$ cat src/rtl/program_loader.sv
// Streams a length-prefixed program into the CPU's program store, zero-fills the tail, and
// gates cpu_run until a load validates. Optional checksum byte: define PROGRAM_LOADER_CHECKSUM_EN.
module program_loader #(
  parameter int ADDR_W = 4,
  parameter int DATA_W = 8
) (
  input  logic              clk,
  input  logic              reset,
  input  logic              start,
  input  logic              in_valid,
  input  logic [7:0]        in_data,
  output logic              in_ready,
  output logic              wr_en,
  output logic [ADDR_W-1:0] wr_addr,
  output logic [DATA_W-1:0] wr_data,
  output logic              busy,
  output logic              done,
  output logic              error,
  output logic              cpu_run
);

  localparam int              DEPTH   = 1 << ADDR_W;
  localparam logic [8:0]      DEPTH9  = 9'(DEPTH);
  localparam logic [ADDR_W:0] DEPTH_C = {1'b1, {ADDR_W{1'b0}}};
  localparam logic [ADDR_W:0] ONE     = {{ADDR_W{1'b0}}, 1'b1};

  typedef enum logic [2:0] {
    S_IDLE,
    S_LEN,
    S_DATA,
`ifdef PROGRAM_LOADER_CHECKSUM_EN
    S_CSUM,
`endif
    S_FILL,
    S_DONE,
    S_ERROR
  } state_t;

  typedef struct packed {
    logic              en;
    logic [ADDR_W-1:0] addr;
    logic [DATA_W-1:0] data;
  } wr_req_t;

  state_t          state;
  wr_req_t         wr;
  // One extra bit so a full-depth program does not wrap the counter back to 0.
  logic [ADDR_W:0] cnt;
  logic [ADDR_W:0] len;
`ifdef PROGRAM_LOADER_CHECKSUM_EN
  logic [7:0]      csum;
`endif
  logic            accept;

  assign accept = in_valid && in_ready;

  always_ff @(posedge clk or posedge reset) begin
    if (reset) begin
      state <= S_IDLE;
      wr    <= '0;
      cnt   <= '0;
      len   <= '0;
`ifdef PROGRAM_LOADER_CHECKSUM_EN
      csum  <= '0;
`endif
    end else begin
      wr.en <= 1'b0;
      case (state)
        S_IDLE, S_DONE, S_ERROR: begin
          if (start) begin
            state <= S_LEN;
            cnt   <= '0;
`ifdef PROGRAM_LOADER_CHECKSUM_EN
            csum  <= '0;
`endif
          end
        end
        S_LEN: begin
          if (accept) begin
            if (in_data == 8'd0 || {1'b0, in_data} > DEPTH9) begin
              state <= S_ERROR;
            end else begin
              len   <= in_data[ADDR_W:0];
              state <= S_DATA;
            end
          end
        end
        S_DATA: begin
          if (accept) begin
            wr.en   <= 1'b1;
            wr.addr <= cnt[ADDR_W-1:0];
            wr.data <= DATA_W'(in_data);
            cnt     <= cnt + ONE;
`ifdef PROGRAM_LOADER_CHECKSUM_EN
            csum    <= csum + in_data;
            if (cnt + ONE == len) state <= S_CSUM;
`else
            if (cnt + ONE == len) state <= (len == DEPTH_C) ? S_DONE : S_FILL;
`endif
          end
        end
`ifdef PROGRAM_LOADER_CHECKSUM_EN
        S_CSUM: begin
          if (accept) begin
            if (in_data != csum) begin
              state <= S_ERROR;
            end else if (len == DEPTH_C) begin
              state <= S_DONE;
            end else begin
              // First fill write goes out alongside the checksum acceptance.
              wr.en   <= 1'b1;
              wr.addr <= cnt[ADDR_W-1:0];
              wr.data <= '0;
              cnt     <= cnt + ONE;
              state   <= S_FILL;
            end
          end
        end
`endif
        S_FILL: begin
          if (cnt == DEPTH_C) begin
            state <= S_DONE;
          end else begin
            wr.en   <= 1'b1;
            wr.addr <= cnt[ADDR_W-1:0];
            wr.data <= '0;
            cnt     <= cnt + ONE;
          end
        end
        default: state <= S_IDLE;
      endcase
    end
  end

  always_comb begin
    in_ready = 1'b0;
    busy     = 1'b0;
    case (state)
      S_LEN, S_DATA: begin
        in_ready = 1'b1;
        busy     = 1'b1;
      end
`ifdef PROGRAM_LOADER_CHECKSUM_EN
      S_CSUM: begin
        in_ready = 1'b1;
        busy     = 1'b1;
      end
`endif
      S_FILL:  busy = 1'b1;
      default: ;
    endcase
  end

  assign done    = (state == S_DONE);
  assign cpu_run = (state == S_DONE);
  assign error   = (state == S_ERROR);
  assign wr_en   = wr.en;
  assign wr_addr = wr.addr;
  assign wr_data = wr.data;

endmodule

$ cat config.mk
export PLATFORM = sky130hd
export DESIGN_NAME = program_loader
export DESIGN_NICKNAME = d
export VERILOG_FILES = /design/src/rtl/program_loader.sv
export SDC_FILE = /design/constraint.sdc
export NUM_CORES = 1
export LEC_CHECK = 0
export CAP_MARGIN = 10
export CORE_MARGIN = 1.5
export CORE_UTILIZATION = 44
export DETAILED_ROUTE_END_ITERATION = 8
export GPL_ROUTABILITY_DRIVEN = 0
export GPL_TIMING_DRIVEN = 0
export PLACE_DENSITY = 0.73
export SLEW_MARGIN = 20
export SYNTH_ARGS = -nofsm -noshare
export SYNTH_HDL_FRONTEND = slang
export SYNTH_SLANG_ARGS = --single-unit
export TNS_END_PERCENT = 1
$ cat constraint.sdc
create_clock -name clk -period 3.15 [get_ports clk]
set_input_delay 0.4725 -clock clk [delete_from_list [all_inputs] [get_ports clk]]
set_output_delay 0.4725 -clock clk [all_outputs]
set_load 0.01 [all_outputs]
==> results.yml <==
run_status:
  status: "completed"
worst_setup_path:
  path_class: "reg2out"
  worst_ep_arrival_time_ps: 1950
  cpLargestDelayFamily: "buffers and inverters"
  startpoint_type: "flip-flop"
  endpoint_kind: "primary output"
  path_cells: "clkbuf_1 -> nand2_1 -> nor2_1 -> buf_4 -> clkdlybuf4s50_1"
  cp_slowest_cell: "clkdlybuf4s50_1"
  cp.required_ps: 2680
  critPathMaxFanout: 10
  cpPeakStageDelay_ps: 520
  critical_path_buf_inv_count: 3
clock_network:
  root_buffer: "clkbuf_4"
  post_cts_resized: 0
  clockBufferDepth: 2
  cts_tree: "done"
  clk_pin_slew_ps: 140
  cts_setup_buffers: 0
  postCtsHoldBufs: 0
  clock_latency_ps: 330
  cts_sinks: 26
  htreeDepth: 1
  numCtsBuffers: 3
finish:
  nFillCells: 262
  multiInputGateArea_sq_um: 644
  antennaDiodeCount: 0
  final_cell_mix: "29 x clkdlybuf4s50_1, 26 x dfrtp_1, 12 x nor2_1"
  instances_no_fill: 195
  syn2layout_area_growth_pct: 28.0
  final_common_cell: "clkdlybuf4s50_1"
  seq_area_sq_um: 651
  final_nets: 177
  fin_util: 0.585
  drive_above_1_share: 0.0926
sta:
  slew_viol_final: 0
  setup_tns_ps: 0
  post-route-period-util: 0.768
  tightest_slew_ps: 902
  fmax_mhz: 413
  setup_viol: 0
  min_period_ps: 2420
  hold_viol: 0
  slew_headroom: 0.395
  rsz0062_at_grt: "false"
  whs_ps: 499
  clock_skew_ps: 10.3
global_routing:
  grt_pass1_wl_um: 5150
  grt_pass1_vias: 1117
  grt_max_degree: 27
  antenna_found_initial: 0
  track_usage: 0.192
  grt.overflow.total: 0
power:
  totalPowerFinal_uw: 1630
  ir_drop_mv: 0.397
  pwr_density_cell_mw_per_mm2: 927
  p_leak_uw: 0.000772
synthesis:
  netlist_instances: 129
  syn_nets: 143
  ys.warnings.count: 0
  synth_cell_types: 42
  syn-cell-area_sq_mm: 0.00137
  ys_seq_area_frac: 0.474
  postSynthAreaPerCell_sq_um: 10.6
  synth-seq-cells: 26
floorplanning:
  die_h_um: 58.8
  num_rows: 20
  core_area_sq_mm: 0.00300
  start_util: 0.457
  io_pins: 30
  dieArea_sq_mm: 0.00346
  die_x_um: 58.8
placement:
  hpwl_um: 2270
  dp_cells: 191
  place.port_buffers: 29
routing:
  drc: 0
  ant_nets: 0
  drt-vias-per-instance: 5.85
  firstDrtPassIters: 4
  initialDrtViolationCount: 68
  wl_per_cell_um: 15.5
  drt_wl_total_um: 3020
  via_count: 1140
run:
  drv_cap: 0
min_path:
  min-delay-path-class: "reg2reg"
[worst register-to-register path: stages (launching register included)]
cell and delay [ps]:
dfrtp_1 400, buf_6 130, inv_1 140, nand2_1 170, o211a_4 310, nor4_4 390
mux2_2 380
[routing by layer]
metal | track usage | vias up | wire (um)
met1 | 0.266 | 578 | 1380
li1 | - | 538 | -
met5 | 0 | - | 0
met2 | 0.319 | 20 | 1520
met3 | 0.0198 | 4 | 92
met4 | 0.0584 | 0 | 27
[per-stage QoR]
| stage | instance area, sq um | worst slack, ps |
|---|---|---|
| detailed placement | 1700 | 531 |
| finish | 1760 | 730 |
| floorplan | 1370 | 1290 |
| global route | 1760 | 588 |
| global placement | 1700 | 552 |
| CTS | 1760 | 729 |
[synth_stat cells]
master	n	area, sq um
nand2_1	9	33.8
or3_1	1	6.26
ha_1	2	25.0
or2b_1	1	7.51
xnor2_1	5	43.8
a21oi_1	6	30.0
a221oi_1	1	8.76
a2111oi_0	1	8.76
nand3_1	1	5.00
inv_1	8	30.0
o22a_1	1	8.76
nand4_1	1	6.26
buf_2	1	5.00
o21ai_0	5	25.0
o221ai_1	1	8.76
o21bai_1	1	7.51
nand2b_1	2	12.5
buf_4	1	7.51
dfrtp_1	26	651
nor2_1	12	45.0
nor4bb_1	1	10.0
nor3_1	1	5.00
clkbuf_1	3	11.3
a41o_1	1	10.0
xnor3_1	1	22.5
o31ai_1	2	15.0
a32oi_1	1	8.76
o211a_4	1	17.5
mux2i_1	1	10.0
nor3b_1	1	7.51
a21o_1	1	7.51
and3_1	1	6.26
nor4_1	2	12.5
xor2_1	2	17.5
a22oi_1	1	7.51
a31oi_1	2	12.5
mux2_2	5	56.3
nor4b_1	1	8.76
nor4_4	1	21.3
and4_1	1	8.76
buf_6	2	22.5
a22o_1	11	96.3
[area by class of cell]
class,instances,share of cell area
clock buffer,3,0.0128
clock inverter,1,0.0171
inverter,8,0.0171
buffer,7,0.0264
tap,33,0.0235
multi-input combinational,88,0.367
sequential,26,0.371
timing repair buffer,29,0.165
[cells by family (layout without fill, tap and decap cells)]
kind of cell,Yosys count,in the layout,synth area share
AO/OA/AOI/OAI,36,36,0.199
AND/OR/NAND/NOR,36,36,0.143
flip-flops,26,26,0.474
buffers and inverters,15,48,0.0557
XOR/XNOR,8,8,0.0611
multiplexers,6,6,0.0484
adder cells (fa/ha/maj),2,2,0.0182
[worst paths after layout]
| kind | start | endpoint | slack [ps] | depth (start not counted) |
|---|---|---|---|---|
| max in group asynchronous | reset | wr_addr[1]$_DFFE_PP0P_ | 2210 | 2 |
| min in group asynchronous | reset | wr_data[4]$_DFFE_PP0P_ | 510 | 2 |
| worst min register to register | wr_addr[1]$_DFFE_PP0P_ | wr_addr[1]$_DFFE_PP0P_ | 500 | 2 |
| worst max register to register | state[0]$_DFFE_PP0P_ | len[3]$_DFFE_PP0P_ | 1130 | 6 |
| worst min-delay path | wr_addr[1]$_DFFE_PP0P_ | wr_addr[1]$_DFFE_PP0P_ | 500 | 2 |
| worst max-delay path | state[2]$_DFFE_PP0P_ | done | 730 | 5 |
[report_power, final]
group / internal (uW) / total, uW / switching (uW)
combinational: 420 / 872 / 451
sequential: 445 / 526 / 80.6
clock: 129 / 230 / 101
total: 994 / 1630 / 633
[state kept, by name, summed over array words and instances, names as in the netlist]
register and count:
wr_data 8, state 3, wr_addr 4, len 5
wr_en 1, cnt 5
Power figures use the tool's default switching activity.
